`src/rtl/mac_pe_os_ws.sv`:
```
// Fixed-point MAC processing element, output- or weight-stationary at run time.
// Optional `FAULT_INJECT_EN adds fault_inject_in to force the product word.
module mac_pe_os_ws #(
    parameter int WORD_SIZE = 16,
    parameter int FRAC_BITS = 8,
    parameter int CNT_W     = 8,
    parameter int SATURATE  = 1
) (
    input  logic                 clk,
    input  logic                 rst,
`ifdef FAULT_INJECT_EN
    input  logic [1:0]           fault_inject_in,
`endif
    input  logic                 mode_in,
    input  logic                 load_stat_in,
    input  logic                 start_in,
    input  logic [CNT_W-1:0]     k_len_in,
    input  logic                 valid_in,
    input  logic [WORD_SIZE-1:0] left_in,
    input  logic [WORD_SIZE-1:0] top_in,
    output logic [WORD_SIZE-1:0] right_out,
    output logic [WORD_SIZE-1:0] bottom_out,
    output logic                 valid_out,
    output logic [WORD_SIZE-1:0] result_out,
    output logic                 result_valid_out,
    input  logic                 result_ready_in,
    output logic                 busy_out,
    output logic                 overflow_out
);

    localparam int PW  = 2 * WORD_SIZE;
    localparam int PTW = PW - FRAC_BITS;
    localparam int HW  = PTW - WORD_SIZE + 1;

    localparam logic [WORD_SIZE-1:0] MAX_W = {1'b0, {(WORD_SIZE-1){1'b1}}};
    localparam logic [WORD_SIZE-1:0] MIN_W = {1'b1, {(WORD_SIZE-1){1'b0}}};

    typedef enum logic [1:0] {
        IDLE  = 2'd0,
        ACCUM = 2'd1,
        HOLD  = 2'd2
    } state_t;

    state_t state_q, state_d;

    logic [WORD_SIZE-1:0] left_q, top_q, stat_q;
    logic                 valid_q;
    logic                 mode_q, mode_d;
    logic [WORD_SIZE-1:0] acc_q, acc_d;
    logic [WORD_SIZE-1:0] psum_q, psum_d;
    logic [CNT_W-1:0]     cnt_q, cnt_d;
    logic                 ovf_q, ovf_d;

    logic [WORD_SIZE-1:0] op2;
    logic signed [PW-1:0] prod_full;
    logic [PTW-1:0]       prod_top;
    logic [HW-1:0]        prod_hi;
    logic                 prod_ovf;
    logic [WORD_SIZE-1:0] prod_w;
    logic [WORD_SIZE-1:0] add_a;
    logic [WORD_SIZE:0]   sum_w;
    logic                 add_ovf;
    logic [WORD_SIZE-1:0] add_res;
    logic                 step_ovf;

    assign op2       = mode_q ? stat_q : top_q;
    assign prod_full = $signed(left_q) * $signed(op2);
    assign prod_top  = PTW'(prod_full >>> FRAC_BITS);
    assign prod_hi   = prod_top[PTW-1:WORD_SIZE-1];

    // Product slice with optional clamp; injection overrides the word entirely.
    always_comb begin
        prod_ovf = !((&prod_hi) || (~|prod_hi));
        if ((SATURATE != 0) && prod_ovf)
            prod_w = prod_top[PTW-1] ? MIN_W : MAX_W;
        else
            prod_w = prod_top[WORD_SIZE-1:0];
`ifdef FAULT_INJECT_EN
        if (fault_inject_in[0]) begin
            prod_w   = {WORD_SIZE{fault_inject_in[1]}};
            prod_ovf = 1'b0;
        end
`endif
    end

    // Shared saturating adder: north partial sum in WS, accumulator in OS.
    always_comb begin
        add_a   = mode_q ? top_q : acc_q;
        sum_w   = {add_a[WORD_SIZE-1], add_a} + {prod_w[WORD_SIZE-1], prod_w};
        add_ovf = sum_w[WORD_SIZE] != sum_w[WORD_SIZE-1];
        if ((SATURATE != 0) && add_ovf)
            add_res = sum_w[WORD_SIZE] ? MIN_W : MAX_W;
        else
            add_res = sum_w[WORD_SIZE-1:0];
        step_ovf = add_ovf | prod_ovf;
    end

    // Next-state for the OS sequencer and the WS partial-sum path.
    always_comb begin
        state_d = state_q;
        acc_d   = acc_q;
        cnt_d   = cnt_q;
        ovf_d   = ovf_q;
        psum_d  = psum_q;
        mode_d  = (state_q == IDLE) ? mode_in : mode_q;

        if (mode_q && valid_q) begin
            psum_d = add_res;
            ovf_d  = ovf_q | step_ovf;
        end

        unique case (state_q)
            IDLE: begin
                if (start_in && !mode_in) begin
                    acc_d   = '0;
                    ovf_d   = 1'b0;
                    cnt_d   = k_len_in;
                    state_d = (k_len_in == '0) ? HOLD : ACCUM;
                end
            end
            ACCUM: begin
                if (valid_q) begin
                    acc_d = add_res;
                    ovf_d = ovf_q | step_ovf;
                    cnt_d = cnt_q - 1'b1;
                    if (cnt_q == CNT_W'(1))
                        state_d = HOLD;
                end
            end
            HOLD: begin
                if (result_ready_in)
                    state_d = IDLE;
            end
            default: state_d = IDLE;
        endcase
    end

    // FSM state register.
    always_ff @(posedge clk or posedge rst) begin
        if (rst)
            state_q <= IDLE;
        else
            state_q <= state_d;
    end

    // Datapath registers: input skew stage, stationary operand, results.
    always_ff @(posedge clk or posedge rst) begin
        if (rst) begin
            left_q  <= '0;
            top_q   <= '0;
            valid_q <= 1'b0;
            stat_q  <= '0;
            mode_q  <= 1'b0;
            acc_q   <= '0;
            psum_q  <= '0;
            cnt_q   <= '0;
            ovf_q   <= 1'b0;
        end else begin
            left_q  <= left_in;
            top_q   <= top_in;
            valid_q <= valid_in;
            if (load_stat_in)
                stat_q <= top_in;
            mode_q  <= mode_d;
            acc_q   <= acc_d;
            psum_q  <= psum_d;
            cnt_q   <= cnt_d;
            ovf_q   <= ovf_d;
        end
    end

    assign right_out        = left_q;
    assign valid_out        = valid_q;
    assign bottom_out       = mode_q ? psum_q : top_q;
    assign result_out       = acc_q;
    assign result_valid_out = (state_q == HOLD);
    assign busy_out         = (state_q != IDLE);
    assign overflow_out     = ovf_q;

endmodule
```
`config.mk`:
```
export PLATFORM = sky130hd
export DESIGN_NAME = mac_pe_os_ws
export DESIGN_NICKNAME = d
export VERILOG_FILES = /design/src/rtl/mac_pe_os_ws.sv
export SDC_FILE = /design/constraint.sdc
export NUM_CORES = 1
export LEC_CHECK = 0
export ABC_AREA = 1
export CAP_MARGIN = 20
export CORE_MARGIN = 2
export CORE_UTILIZATION = 40
export CTS_CLUSTER_SIZE = 30
export DETAILED_ROUTE_END_ITERATION = 16
export PLACE_DENSITY = 0.59
export SYNTH_ARGS = -nofsm -noshare
export SYNTH_HDL_FRONTEND = slang
export SYNTH_SLANG_ARGS = --single-unit
```
`constraint.sdc`:
```
create_clock -name clk -period 8.8 [get_ports clk]
set_clock_uncertainty 0.05 [all_clocks]
set_input_delay 0.88 -clock clk [delete_from_list [all_inputs] [get_ports clk]]
set_output_delay 0.88 -clock clk [all_outputs]
set_load 0.005 [all_outputs]
```
==> metrics.yaml <==
clocking:
  clk_path_buf_depth: 2
  numCtsBuffers: 9
  cts_root_buffer: "clkbuf_16"
  clock-sinks: 93
  cts_tree: "done"
  cts.clk_slew.worst_paths_ns: 0.10
  htreeDepth: 3
  cts_hold_buffers: 0
  clock_latency_ns: 0.40
global_routing:
  grt_pass1_vias: 13010
  antenna_found_initial: 0
  track_usage_pct: 24.38
  grt_pass1_wl_um: 72280
  grt_overflow: 0
  grt_max_degree: 78
critical_path:
  cp.arrival_ns: 8.80
  required_ns: 9.05
  slowest_delay_ns: 0.62
  r2r_slack_ns: 0.25
  critPathKind: "register to register"
  end_kind: "register"
  cp_max_fo: 8
  crit_path_start_kind: "register"
  cp_slowest_cell: "fa_1"
sta:
  hold_violations: 0
  drv_slew: 0
  finalCritPeriodShare_pct: 97.16
  fmax_mhz: 117.0
  setup_ws_ns: 0.2499
  period_needed_ns: 8.550
  rsz0062_at_grt: "true"
  slew_headroom_pct: 41.14
  setup_violations: 0
  worst_pin_slew_ns: 0.8802
routing:
  wl_per_cell_um: 18.21
  dr.pass1.iters: 5
  post-route-drc-count: 0
  viasPerCell: 4.985
  first_iter_violations: 897
  route.vias.total: 12760
  wl_um: 46610
  drtAntennaViolNets: 0
job:
  maxCapViolCount: 0
placed_design:
  post-dp-hpwl_um: 38280
  io_buffers: 98
  place_area_sq_mm: 0.01713
  place_ws_ns: -0.1758
  place_congestion: 0.9023
layout:
  diodes: 0
  fillers: 3549
  syn2layout_area_growth_pct: 23.87
  final_nets: 2450
  design_area_sq_mm: 0.01868
  final_common_cell: "inv_1"
  drive_gt1_share_pct: 17.42
  final_cell_mix: "401 x inv_1, 364 x nand2_1, 259 x fa_1, 178 x nor2_1, 98 x clkdlybuf4s50_1"
floorplanning:
  die_area_sq_mm: 0.03927
  die_h_um: 198.2
  rows: 71
  core_sq_mm: 0.03740
  ioPinCount: 99
  die_w_um: 198.2
  start_util_pct: 40.32
synthesis:
  syn_inst: 1872
  synth-seq-cells: 93
  yosysWarnings: 0
  synth_area_sq_mm: 0.01508
  yosysSeqAreaShare_pct: 15.43
  synth_area_per_cell_sq_um: 8.055
  synth_nets: 2278
  synth.distinct_cells: 45
run_status:
  outcome: "finished, final reports clean"
worst_hold_path:
  hold_class: "register to register"
## layout make-up
type | count | area, sq um | area share [%]
Timing Repair inverter | 2 | 13.76 | 0.07369
Timing Repair Buffer | 207 | 2054 | 11.00
Clock inverter | 7 | 78.83 | 0.4220
Inverter | 432 | 1657 | 8.869
Tap cell | 511 | 639.4 | 3.423
Clock buffer | 9 | 225.2 | 1.206
Multi-Input combinational cell | 1299 | 11680 | 62.54
Sequential cell | 93 | 2328 | 12.47
## Yosys cell counts (all sizes together)
library cell  number  area share, %
o21bai             3           0.15
nor3               9           0.30
o21a               4           0.20
fa               262             35
a21o               4           0.20
nand2            419             11
xor2              20            1.2
o22ai              6           0.25
o21ai            101            3.4
nor4               2          0.083
nand4              5           0.21
nor2             207            5.3
inv              426             11
ha                97            8.0
a21boi             2           0.10
nand3             33            1.3
nand3b             1          0.050
buf               18           0.75
mux2              15            1.1
xnor2             21            1.2
and3               1          0.042
clkinv             6           0.15
dfrtp             93             15
clkbuf            31           0.78
o211ai             4           0.20
o31ai              4           0.20
a31oi              5           0.21
a21oi             73            2.8
## per-layer routing
layer | share of wire [%] | vias to the layer above | global-route usage (%)
li1 | - | 5923 | -
met1 | 43 | 6368 | 33.26
met2 | 49 | 406 | 41.25
met3 | 5.4 | 65 | 2.913
met4 | 2.5 | 0 | 6.182
met5 | 0 | - | 0
## state kept, by name, indices dropped and copies added (netlist names)
name          count
psum_q           16
result_out       16
right_out        16
stat_q           16
top_q            16
cnt_q             8
state_q           2
mode_q            1
overflow_out      1
valid_out         1
## per-stage QoR
step	utilization [%]	std cells	hold WS, ns	setup TNS (ns)
2_1_floorplan	-	1872	0.4034	0
3_5_place_dp	45.80	2508	0.4433	-2.814
6_report	49.94	2560	0.4602	0
5_1_grt	49.94	2560	0.4728	-3.064
3_3_place_gp	45.80	2508	0.4237	-1.341
4_1_cts	46.69	2524	0.4664	0
## final timing paths
path,startpoint,end,cells past startpoint
min in group asynchronous,rst,right_out[4]$_DFF_PP0_,2
max in group asynchronous,rst,cnt_q[6]$_DFFE_PP0P_,4
max reg2reg,mode_q$_DFFE_PP0N_,psum_q[7]$_DFFE_PP0P_,41
min,psum_q[15]$_DFFE_PP0P_,psum_q[15]$_DFFE_PP0P_,2
max,mode_q$_DFFE_PP0N_,psum_q[7]$_DFFE_PP0P_,41
min reg2reg,psum_q[15]$_DFFE_PP0P_,psum_q[15]$_DFFE_PP0P_,2
## cells by family after synthesis
kind of cell | after synthesis | synth area share [%]
mux | 15 | 1.120
simple gates | 677 | 18.21
compound gates | 206 | 7.726
xor+xnor | 41 | 2.382
buf+inv | 481 | 12.30
fa+ha+maj | 359 | 42.83
flops | 93 | 15.43
## timing repair
| item | 4_1_cts | 5_1_grt |
|---|---|---|
| endpoints found under the setup margin | 25 | 33 |
| cloned | 0 | 6 |
| setup buffers | 0 | 28 |
| pin swaps | 0 | 57 |
| hold endpoints to repair | 0 | 0 |
| resized for setup | 16 | 229 |
## critical path: cells and delay by family (launching register included)
family | cells | cell delay (ns)
XOR/XNOR | 1 | 0.19
adder cells (fa/ha/maj) | 8 | 3.74
flip-flops | 1 | 0.50
buffers and inverters | 9 | 1.28
AO/OA/AOI/OAI | 8 | 1.23
AND/OR/NAND/NOR | 15 | 1.50
Power is not shown: default switching activity piles up to over one toggle a cycle in this logic, so the estimate is an artifact.
